===== config.mk =====
export PLATFORM = sky130hd
export DESIGN_NAME = rr_arbiter_8
export DESIGN_NICKNAME = d
export VERILOG_FILES = /design/src/rtl/arb_pkg.sv /design/src/rtl/onehot_dec3.sv /design/src/rtl/rr_arbiter_8.sv
export SDC_FILE = /design/constraint.sdc
export NUM_CORES = 1
export LEC_CHECK = 0
export ABC_CLOCK_PERIOD_IN_PS = 4210
export BUFFER_PORTS_ARGS = -buffer_cell sky130_fd_sc_hd__buf_4
export CELL_PAD_IN_SITES_DETAIL_PLACEMENT = 1
export CELL_PAD_IN_SITES_GLOBAL_PLACEMENT = 1
export CORE_UTILIZATION = 42
export CTS_CLUSTER_DIAMETER = 60
export DETAILED_ROUTE_END_ITERATION = 12
export PLACE_DENSITY = 0.87
export SYNTH_ARGS = -nofsm -noshare
export SYNTH_HDL_FRONTEND = slang
export SYNTH_SLANG_ARGS = --single-unit

===== constraint.sdc =====
create_clock -name clk -period 4.21 [get_ports clk]
set_input_delay 0.842 -clock clk [delete_from_list [all_inputs] [get_ports clk]]
set_output_delay 0.842 -clock clk [all_outputs]
set_load 0.1 [all_outputs]

===== src/rtl/arb_pkg.sv =====
// Shared definitions for the 8-way round-robin arbiter.
//   NUM_REQ / IDX_W : requester count and index width
//   arb_state_e     : arbiter state (idle / granted)
//   find_t, rr_find : rotating-priority search returning {found, index}
package arb_pkg;

    localparam int NUM_REQ = 8;
    localparam int IDX_W   = 3;

    typedef enum logic {ARB_IDLE, ARB_GRANT} arb_state_e;

    typedef struct packed {
        logic             found;
        logic [IDX_W-1:0] idx;
    } find_t;

    // First set bit of req scanning ptr, ptr+1, ... (mod NUM_REQ).
    // The loop runs from the far end so the nearest hit is written last.
    function automatic find_t rr_find(input logic [NUM_REQ-1:0] req,
                                      input logic [IDX_W-1:0]   ptr);
        find_t            r;
        logic [IDX_W-1:0] i;
        r = '0;
        for (int k = NUM_REQ-1; k >= 0; k--) begin
            i = ptr + IDX_W'(k);   // wraps naturally at NUM_REQ
            if (req[i]) begin
                r.found = 1'b1;
                r.idx   = i;
            end
        end
        return r;
    endfunction

endpackage


===== src/rtl/onehot_dec3.sv =====
// Combinational 3-to-8 decoder.
//   idx_i    : binary index
//   onehot_o : one-hot expansion of idx_i
module onehot_dec3
    import arb_pkg::*;
(
    input  logic [IDX_W-1:0]   idx_i,
    output logic [NUM_REQ-1:0] onehot_o
);

    assign onehot_o = NUM_REQ'(1) << idx_i;

endmodule


===== src/rtl/rr_arbiter_8.sv =====
// Round-robin arbiter for eight requesters with registered one-hot grant.
// The owner keeps the grant until it drops its request; the release edge
// hands over directly to the next rotated winner.
// Optional hold limit: define ARB_TIMEOUT_EN to revoke a grant after
// MAX_HOLD cycles when another requester is waiting.
//   clk       : rising-edge clock
//   rst       : asynchronous active-high reset
//   req       : request vector
//   gnt       : one-hot grant (registered), zero when idle
//   gnt_id    : binary owner index, valid while gnt_valid
//   gnt_valid : any grant active
//   timeout   : one-cycle pulse on a hold-limit revoke (0 without ARB_TIMEOUT_EN)
module rr_arbiter_8
    import arb_pkg::*;
#(
    parameter int MAX_HOLD = 16
) (
    input  logic               clk,
    input  logic               rst,
    input  logic [NUM_REQ-1:0] req,
    output logic [NUM_REQ-1:0] gnt,
    output logic [IDX_W-1:0]   gnt_id,
    output logic               gnt_valid,
    output logic               timeout
);

    if (MAX_HOLD < 2 || MAX_HOLD > 256) begin : g_bad_max_hold
        $error("rr_arbiter_8: MAX_HOLD must be in 2..256");
    end

    arb_state_e         state_q, state_d;
    logic [IDX_W-1:0]   ptr_q,   ptr_d;
    logic [NUM_REQ-1:0] gnt_q,   gnt_d;
    logic [IDX_W-1:0]   id_q,    id_d;
    logic [NUM_REQ-1:0] dec_onehot;
    logic               owner_keeps;
    logic               preempt;
    logic               rearb;
    find_t              win;

    assign owner_keeps = (state_q == ARB_GRANT) && req[id_q];

`ifdef ARB_TIMEOUT_EN
    localparam int HOLD_W = (MAX_HOLD > 2) ? $clog2(MAX_HOLD) : 1;
    localparam logic [HOLD_W-1:0] HOLD_LAST = HOLD_W'(MAX_HOLD - 1);

    logic [HOLD_W-1:0] hold_q, hold_d;
    logic              to_q;

    assign preempt = owner_keeps && (hold_q == HOLD_LAST) && |(req & ~gnt_q);
    assign timeout = to_q;
`else
    assign preempt = 1'b0;
    assign timeout = 1'b0;
`endif

    assign rearb = !owner_keeps || preempt;

    // Owner bit masked so a revoked owner waits its turn; on a release it is
    // already zero, and in idle gnt_q is zero.
    assign win = rr_find(req & ~gnt_q, ptr_q);

    onehot_dec3 u_dec (
        .idx_i    (win.idx),
        .onehot_o (dec_onehot)
    );

    always_comb begin
        state_d = state_q;
        ptr_d   = ptr_q;
        gnt_d   = gnt_q;
        id_d    = id_q;
        if (rearb) begin
            if (win.found) begin
                state_d = ARB_GRANT;
                ptr_d   = win.idx + IDX_W'(1);
                gnt_d   = dec_onehot;
                id_d    = win.idx;
            end else begin
                state_d = ARB_IDLE;
                gnt_d   = '0;
            end
        end
    end

`ifdef ARB_TIMEOUT_EN
    // Restart on every arbitration, otherwise count up and saturate.
    always_comb begin
        hold_d = hold_q;
        if (rearb)                  hold_d = '0;
        else if (hold_q != HOLD_LAST) hold_d = hold_q + HOLD_W'(1);
    end

    always_ff @(posedge clk or posedge rst) begin
        if (rst) begin
            hold_q <= '0;
            to_q   <= 1'b0;
        end else begin
            hold_q <= hold_d;
            to_q   <= preempt;
        end
    end
`endif

    always_ff @(posedge clk or posedge rst) begin
        if (rst) begin
            state_q <= ARB_IDLE;
            ptr_q   <= '0;
            gnt_q   <= '0;
            id_q    <= '0;
        end else begin
            state_q <= state_d;
            ptr_q   <= ptr_d;
            gnt_q   <= gnt_d;
            id_q    <= id_d;
        end
    end

    assign gnt       = gnt_q;
    assign gnt_id    = id_q;
    assign gnt_valid = |gnt_q;

endmodule


==> results of run 1 <==
[flip-flops by register name (all words and copies together) (netlist names)]
signal,cells
gnt,8
ptr_q,3
gnt_id,3
state_q,1
[worst min-delay path by stage]
| stage | from | cells past startpoint | to |
|---|---|---|---|
| floorplan | state_q | 2 | state_q |
| finish | gnt[6] | 2 | gnt[6] |
| detailed placement | gnt[5] | 1 | gnt[5] |
| global route | gnt[2] | 2 | gnt[2] |
| CTS | gnt[5] | 1 | gnt[5] |
| global placement | gnt[2] | 2 | gnt[2] |
[cells by family (layout without fill, tap and decap cells)]
kind of cell             after synthesis  in the layout  share of synthesized area
XOR/XNOR                               3              3                    0.01996
multiplexers                          25             25                     0.2439
buffers and inverters                 19             36                    0.05321
adder cells (fa/ha/maj)                3              3                    0.02218
AO/OA/AOI/OAI                         50             50                     0.2203
other                                  1              1                   0.002215
flip-flops                            15             15                     0.2217
AND/OR/NAND/NOR                       66             66                     0.2166
[critical path: stages (launching register included)]
cell and delay [ns]:
dfrtp_1 0.43, inv_2 0.17, ha_1 0.22, xor2_2 0.38, mux4_2 0.37, mux2_2 0.31
or2_1 0.29, nor4b_4 0.44, nor2_1 0.27, and2_1 0.27, a32o_1 0.27
[per-stage QoR]
step	instances	setup WS (ns)	util	instance area [µm²]
after global routing	247	0.4427	0.5096	1922
after detailed placement	243	0.6149	0.4977	1877
after CTS	247	0.6674	0.5096	1922
after floorplan	182	0.8749	-	1693
final	247	0.6724	0.5096	1922
after global placement	243	0.7058	0.4977	1877
[final cells by class]
cell class	count	area, µm²
Fill cell	430	1849
Multi-Input combinational cell	148	1227
Sequential cell	15	375.4
Timing Repair Buffer	25	187.7
Tap cell	48	60.06
Clock buffer	4	45.04
Inverter	7	26.28
[placed cells by master (no fill, tap or decap), drive strengths merged, types with 2 or more instances in the layout]
| cell type | count |
|---|---|
| o211ai | 3 |
| xor2 | 2 |
| a21oi | 10 |
| o311a | 2 |
| clkbuf | 4 |
| nor2b | 11 |
| and2 | 2 |
| ha | 3 |
| nor3 | 3 |
| mux2 | 4 |
| nand3 | 2 |
| a31oi | 2 |
| nor2 | 13 |
| nand2b | 8 |
| inv | 7 |
| buf | 25 |
| a32o | 4 |
| or2 | 2 |
| mux2i | 10 |
| a221oi | 3 |
| o31ai | 4 |
| dfrtp | 15 |
| nand2 | 16 |
| mux4 | 11 |
| o21ai | 8 |
| a22o | 3 |
| nor4 | 2 |
[cell usage after synthesis (2+ instances only)]
master,n,area (µm²)
and2_1,2,12.51
nand2b_1,8,50.05
dfrtp_1,15,375.4
o21ai_0,6,30.03
inv_2,2,7.510
inv_1,5,18.77
nor2b_1,11,68.82
nand2_1,16,60.06
clkbuf_1,6,22.52
nand3_1,2,10.01
a31oi_1,2,12.51
o211ai_1,3,22.52
o311a_1,2,20.02
ha_1,3,37.54
mux4_2,11,247.7
nor2_1,13,48.80
mux2_2,2,22.52
a22o_1,3,26.28
o21ai_1,2,10.01
a21oi_1,9,45.04
nor3_1,3,15.01
buf_2,3,15.01
a32o_1,4,40.04
mux2i_1,9,90.09
a221oi_1,3,26.28
nor4_1,2,12.51
buf_4,2,15.01
o31ai_1,4,30.03
mux2_4,2,30.03
[layer usage]
layer | up-vias | part of all wire | GRT usage
met5 | - | 0 | 0
met2 | 62 | 0.53 | 0.5039
li1 | 724 | - | -
met4 | 0 | 0.032 | 0.1277
met1 | 808 | 0.41 | 0.3183
met3 | 18 | 0.033 | 0.01736
==> results.cfg, run 1 <==
[finish]
finalNetCount = 213
final_layout_size_suffix_gt1_frac = 0.2513
layout_area_growth_over_synthesis_pct = 13.53
n_antenna_cell = 0

[cts]
clockRootBuffer = clkbuf_8
cts_inserted_buffers = 3
ctsLongestPathBuffers = 2
htree_levels = 1
cts.repair_timing.setup_buffer_count = 0
hold_buffers = 0
cts_resized = 0
insertion_delay_ns = 0.25
clk_transition_reported_paths_ns = 0.06
total_number_of_clock_tree_sinks = 15
tritoncts_clock_tree = built

[worst_setup_path]
maximum_fanout_encountered_on_the_critical_timing_path = 11
r2r-end = gnt[1]
setup.worst_path.start_class = register
crit_type = reg -> reg
end_kind = register
reg2reg_slack_ns = 0.67
crit_start = ptr_q[0]
cp-endpoint = gnt[1]
critPathRequiredTime_ns = 4.35
crit-reg2reg-launch = ptr_q[0]
critical_path_arrival_ns = 3.67
cells_on_worst_reg2reg_path = 10

[timing]
number_of_setup_violations_in_the_final_report = 0
achievable-frequency_ghz = 0.2827
final.period_utilization = 0.8403
grt_setup_unrepaired = no
final_max_slew_viol_count = 0
fin_setup_tns_ns = 0
clock_skew_ns = 0.003100
fin_worst_hold_slack_ns = 0.5970
fin_crit_ns = 3.538
timing_hold_violations_final = 0
slew_headroom = 0.5523
worst_pin_slew_ns = 0.6691

[synth]
synth_enable_flop_cells = 0
synth_ff_type = dfrtp_1
seq_area_frac_synth = 0.2217
avgSynthCellArea_um2 = 9.302
syn-cell-area_mm2 = 0.001693
syn_inst = 182
postSynth.asyncResetShare = 1.000
synth.net_count = 195
synth-seq-cells = 15
yosysWarningCount = 0
yosys.cell_types.count = 56

[floorplanning]
dieWidth_um = 65.49
fp.dieArea_mm2 = 0.004288
floorplan.core_area_mm2 = 0.003771
die_h_um = 65.49
num_io_pins = 23
fp-row-count = 22
starting_utilization_of_the_core_area = 0.4489

[global_routing]
grt_max_degree = 17
grt.total_usage = 0.2730
antenna_found_initial = 0
wire_length_of_the_first_global_routing_pass_um = 8659
grt_pass1_vias = 1692
overflow = 0

[flow_run]
max_cap_violations = 0

[run_status]
status = finished clean

[detailed_routing]
drt_first_iter_violations = 85
drc_errors = 0
antenna_left = 0
routed_wire_length_per_instance_um = 21.64
routed_wl_um = 5345
routed_via_density = 6.526
vias = 1612
detail_route.first_pass.iterations = 4

[placement]
io_buffers = 21
globalplace.congestion = 0.9235
place.detailed.hpwl_um = 4348

[min_path]
worst_hold_path_type = reg -> reg
Power of run 1 is left out: the tool's default activity adds up to more than one toggle a clock period on the data nets, which glitch-free logic cannot reach.
==> run 2: changes to the inputs <==
- ABC_CLOCK_PERIOD_IN_PS: 4210 -> 3300
- clock period: 4.21 -> 3.3 ns (I/O delays scaled with it)
==> run 2 against run 1 <==
Global-route usage is 2.1 points higher. First-iteration DRC count shrank 1.2%. Critical endpoint is now ptr_q[2]. Sequential share of layout area down 0.46 points. Highest routed layer unchanged. Die area is the same. Clock skew decreased by 0.0018 ns. Via count is 7.6% higher.
==> results.cfg, run 2 (same netlist as run 1, synthesis figures left out) <==
[finish]
final_util = 0.5289
layout.cells.most_common = buf_4
n_antenna_cell = 0
finalNetCount = 222
number_of_flip_flops_in_the_largest_register = 8
final_layout_size_suffix_gt1_frac = 0.3029
layout_area_growth_over_synthesis_pct = 17.81
mostFrequentLayoutCells = buf_4 (34), nand2_1 (16), nor2_1 (13)

[floorplanning]
floorplan.core_area_mm2 = 0.003771
starting_utilization_of_the_core_area = 0.4489
fp.dieArea_mm2 = 0.004288
dieWidth_um = 65.49
num_io_pins = 23
fp-row-count = 22
die_h_um = 65.49

[min_path]
worst_hold_path_type = in -> async

[detailed_routing]
routed_wire_length_per_instance_um = 22.65
detail_route.first_pass.iterations = 4
routed_wl_um = 5798
vias = 1735
antenna_left = 0
drt_first_iter_violations = 84
routed_via_density = 6.777
drc_errors = 0

[flow_run]
max_cap_violations = 0

[placement]
place.detailed.hpwl_um = 4390
io_buffers = 21
globalplace.congestion = 1.078

[worst_setup_path]
crit_type = reg -> reg
r2r-end = ptr_q[2]
cells_on_worst_reg2reg_path = 9
setup.worst_path.start_class = register
reg2reg_slack_ns = 0.13
critPathRequiredTime_ns = 3.44
crit-reg2reg-launch = ptr_q[2]
critical_path_arrival_ns = 3.30
end_kind = register
maximum_fanout_encountered_on_the_critical_timing_path = 10

[cts]
htree_levels = 1
ctsLongestPathBuffers = 2
clockRootBuffer = clkbuf_8
cts_resized = 0
hold_buffers = 0
cts_inserted_buffers = 3
tritoncts_clock_tree = built
cts.repair_timing.setup_buffer_count = 0
total_number_of_clock_tree_sinks = 15
insertion_delay_ns = 0.25
clk_transition_reported_paths_ns = 0.06

[timing]
slew_headroom = 0.4025
fin_crit_ns = 3.167
number_of_setup_violations_in_the_final_report = 0
grt_setup_unrepaired = no
final_max_slew_viol_count = 0
final.period_utilization = 0.9598
fin_setup_tns_ns = 0
worst_pin_slew_ns = 0.8945
timing_hold_violations_final = 0
clock_skew_ns = 0.001328
achievable-frequency_ghz = 0.3157

[global_routing]
grt.total_usage = 0.2939
antenna_found_initial = 0
grt_pass1_vias = 1813
overflow = 0
wire_length_of_the_first_global_routing_pass_um = 9370
grt_max_degree = 16

[run_status]
status = finished clean
[run 2: worst max-delay path by stage]
| stage | startpoint | to | depth (start not counted) | slack [ns] |
|---|---|---|---|---|
| 6_report | ptr_q[2] | ptr_q[2] | 9 | 0.13 |
| 3_5_place_dp | req[1] | ptr_q[2] | 11 | 0.05 |
| 4_1_cts | ptr_q[0] | ptr_q[2] | 10 | 0.17 |
| 5_1_grt | ptr_q[0] | ptr_q[2] | 10 | 0.05 |
| 2_1_floorplan | gnt[2] | ptr_q[2] | 10 | 0.06 |
| 3_3_place_gp | req[5] | ptr_q[2] | 11 | 0.15 |
[run 2: metal layers]
metal | global-route usage | part of all wire | vias to the layer above | routed length, µm
met1 | 0.3801 | 0.41 | 867 | 2399
met3 | 0.05556 | 0.086 | 15 | 501
met5 | 0 | 0 | - | 0
li1 | - | - | 742 | -
met4 | 0.1223 | 0.021 | 0 | 119
met2 | 0.4781 | 0.48 | 111 | 2778
[run 2: area by class of cell]
type | instances | area, µm²
Inverter | 7 | 26.28
Multi-Input combinational cell | 148 | 1227
Tap cell | 48 | 60.06
Fill cell | 413 | 1777
Sequential cell | 15 | 380.4
Timing Repair Buffer | 34 | 255.2
Clock buffer | 4 | 45.04
[run 2: through the flow]
stage,hold WS (ns),setup WS (ns),area (µm²),std cells
after floorplan,0.5612,0.05544,1698,182
after detailed placement,0.5497,0.05082,1949,252
final,0.4678,0.1327,1994,256
after global routing,0.5183,0.05055,1994,256
after CTS,0.4800,0.1724,1994,256
after global placement,0.5332,0.1541,1949,252
[run 2: critical path: stages, from the launching register on]
cell	delay, ns
dfrtp_1	0.67
xor2_1	0.42
mux4_2	0.63
o311a_1	0.37
o2111a_1	0.26
a21oi_4	0.16
nor2b_1	0.17
ha_1	0.24
nand2_1	0.07
o21ai_1	0.06
Power of run 2 is left out for the same reason.
==> run 3: changes to the inputs <==
- ABC_AREA: unset -> 1
- CORE_UTILIZATION: 42 -> 40
- PLACE_DENSITY: 0.87 -> 0.9
==> run 3 against run 2 <==
Utilization shrank 3.6 points. Clock-buffer cell count is the same. Cell count grew 11%. Critical endpoint unchanged. First-iteration DRC count shrank 40%.
==> results.cfg, run 3 <==
[synth]
postSynth.asyncResetShare = 1.000
avgSynthCellArea_um2 = 6.786
synth_enable_flop_cells = 0
synth_largest_type_area_fraction = 0.2549
synth-seq-cells = 15
dominant_cell_type_by_area_after_synthesis = dfrtp_1
synth_common_cells = nand2_1 (50), nand3_1 (46), inv_1 (25)
yosysWarningCount = 0
seq_area_frac_synth = 0.2549
yosys.cell_types.count = 28
synth_ff_type = dfrtp_1
synth.top_cells.by_area = dfrtp_1 (25%), nand3_1 (16%), nand2_1 (13%)
synth.net_count = 230
dominant_cell_by_count_in_the_synthesized_netlist = nand2_1
syn-cell-area_mm2 = 0.001473
syn_inst = 217

[cts]
cts_inserted_buffers = 3
ctsLongestPathBuffers = 2
clk_transition_reported_paths_ns = 0.06
total_number_of_clock_tree_sinks = 15
insertion_delay_ns = 0.25
cts_resized = 0
clockRootBuffer = clkbuf_8
cts.repair_timing.setup_buffer_count = 0
htree_levels = 1
hold_buffers = 0
tritoncts_clock_tree = built

[global_routing]
grt_max_degree = 16
wire_length_of_the_first_global_routing_pass_um = 7617
antenna_found_initial = 0
grt_pass1_vias = 1579
grt.total_usage = 0.2503
overflow = 0

[timing]
grt_setup_unrepaired = no
slew_headroom = 0.6121
worst_pin_slew_ns = 0.5812
achievable-frequency_ghz = 0.3560
fin_worst_hold_slack_ns = 0.4705
number_of_setup_violations_in_the_final_report = 0
fin_setup_tns_ns = 0
final_max_slew_viol_count = 0
timing_hold_violations_final = 0
fin_crit_ns = 2.809
clock_skew_ns = 0.001339
final.period_utilization = 0.8511

[finish]
mostFrequentLayoutCells = nand2_1 (50), nand3_1 (46), inv_1 (25), buf_4 (22), dfrtp_1 (15)
layout_area_growth_over_synthesis_pct = 15.29
final.fill_count = 477
finalNetCount = 252
number_of_flip_flops_in_the_largest_register = 8
multi_input_comb_area_um2 = 930.9
final_layout_size_suffix_gt1_frac = 0.2731
layout.area.seq_um2 = 375.4
layout.cells.most_common = nand2_1
post_route_cell_area_mm2 = 0.001698
n_antenna_cell = 0
final_cells = 284

[placement]
postPlaceCellArea_mm2 = 0.001653
globalplace.congestion = 0.8587
place.detailed.hpwl_um = 3733
post-place-cells = 280
io_buffers = 21

[detailed_routing]
drc_errors = 0
vias = 1524
detail_route.first_pass.iterations = 4
routed_via_density = 5.366
routed_wl_um = 4450
antenna_left = 0
routed_wire_length_per_instance_um = 15.67
drt_first_iter_violations = 50

[worst_setup_path]
crit-reg2reg-launch = ptr_q[1]
cp-endpoint = ptr_q[2]
r2r-end = ptr_q[2]
crit_start = ptr_q[1]
cells_on_worst_reg2reg_path = 18
maximum_fanout_encountered_on_the_critical_timing_path = 9
reg2reg_slack_ns = 0.49
critPathRequiredTime_ns = 3.43
setup.worst_path.start_class = register
crit_type = reg -> reg
critical_path_arrival_ns = 2.94
end_kind = register

[floorplanning]
num_io_pins = 23
fp.dieArea_mm2 = 0.003928
dieWidth_um = 62.68
fp-row-count = 21
starting_utilization_of_the_core_area = 0.4278
die_h_um = 62.68
floorplan.core_area_mm2 = 0.003442

[flow_run]
max_cap_violations = 0

[min_path]
worst_hold_path_type = in -> async

[run_status]
status = finished clean
## run 3: cell types whose count changed in the layout (fill, tap and decap cells not counted), sizes merged, moves of 5 or more
| cell | change |
|---|---|
| buf | -12 |
| nand2 | +46 |
| a21oi | -5 |
| inv | +26 |
| nand2b | -8 |
| nand3 | +56 |
| mux2i | -8 |
| nor2b | -11 |
| mux4 | -11 |
## run 3: stage by stage
step	worst slack [ns]	utilization
floorplan	0.7312	-
global placement	0.6107	0.4802
detailed placement	0.5046	0.4802
CTS	0.4832	0.4933
global route	0.1611	0.4933
finish	0.4913	0.4933
## run 3: worst min path at each step
stage          depth (start not counted)   start     end
2_1_floorplan                          1     rst  gnt[0]
3_3_place_gp                           2  gnt[4]  gnt[4]
5_1_grt                                2     rst  gnt[6]
4_1_cts                                2     rst  gnt[6]
3_5_place_dp                           2  gnt[4]  gnt[4]
6_report                               2     rst  gnt[6]
## run 3: routing by layer
| layer | GRT usage | share of wire | vias to the layer above |
|---|---|---|---|
| met5 | 0 | 0 | - |
| met2 | 0.4171 | 0.48 | 30 |
| li1 | - | - | 750 |
| met1 | 0.3330 | 0.47 | 734 |
| met4 | 0.07849 | 0.022 | 0 |
| met3 | 0.03285 | 0.025 | 10 |
## run 3: cells by family after synthesis
family / after synthesis / share of synthesized area
xor gates and xnor gates: 3 / 0.03314
muxes: 2 / 0.01359
buffers and inverters: 38 / 0.1130
adders and majority gates: 3 / 0.02549
other: 1 / 0.002546
DFF: 15 / 0.2549
and+or+nand+nor: 134 / 0.4707
AOI/OAI and AO/OA: 21 / 0.08667
## run 3: layout make-up
| class | count | share of cell area |
|---|---|---|
| multi-input cells | 164 | 0.5483 |
| flip-flops and latches | 15 | 0.2211 |
| clock buffers | 4 | 0.02653 |
| inverters | 33 | 0.07296 |
| repair buffers | 22 | 0.09727 |
| well taps | 46 | 0.03390 |
## run 3: worst max-delay path, cell delays in order, from the launching register on
cell and delay, ns:
dfrtp_1 0.55, inv_2 0.15, ha_1 0.44, inv_1 0.15, nand3_1 0.14, nand3_1 0.12, nand2_1 0.18, inv_1 0.08
nand2_1 0.07, nand2_1 0.04, nand2_1 0.05, nand2_1 0.06, nand2_2 0.07, nand2_4 0.07, nand3_2 0.08, inv_2 0.05
ha_1 0.26, nand2_1 0.06, o21ai_0 0.08
Power of run 3 is left out for the same reason.
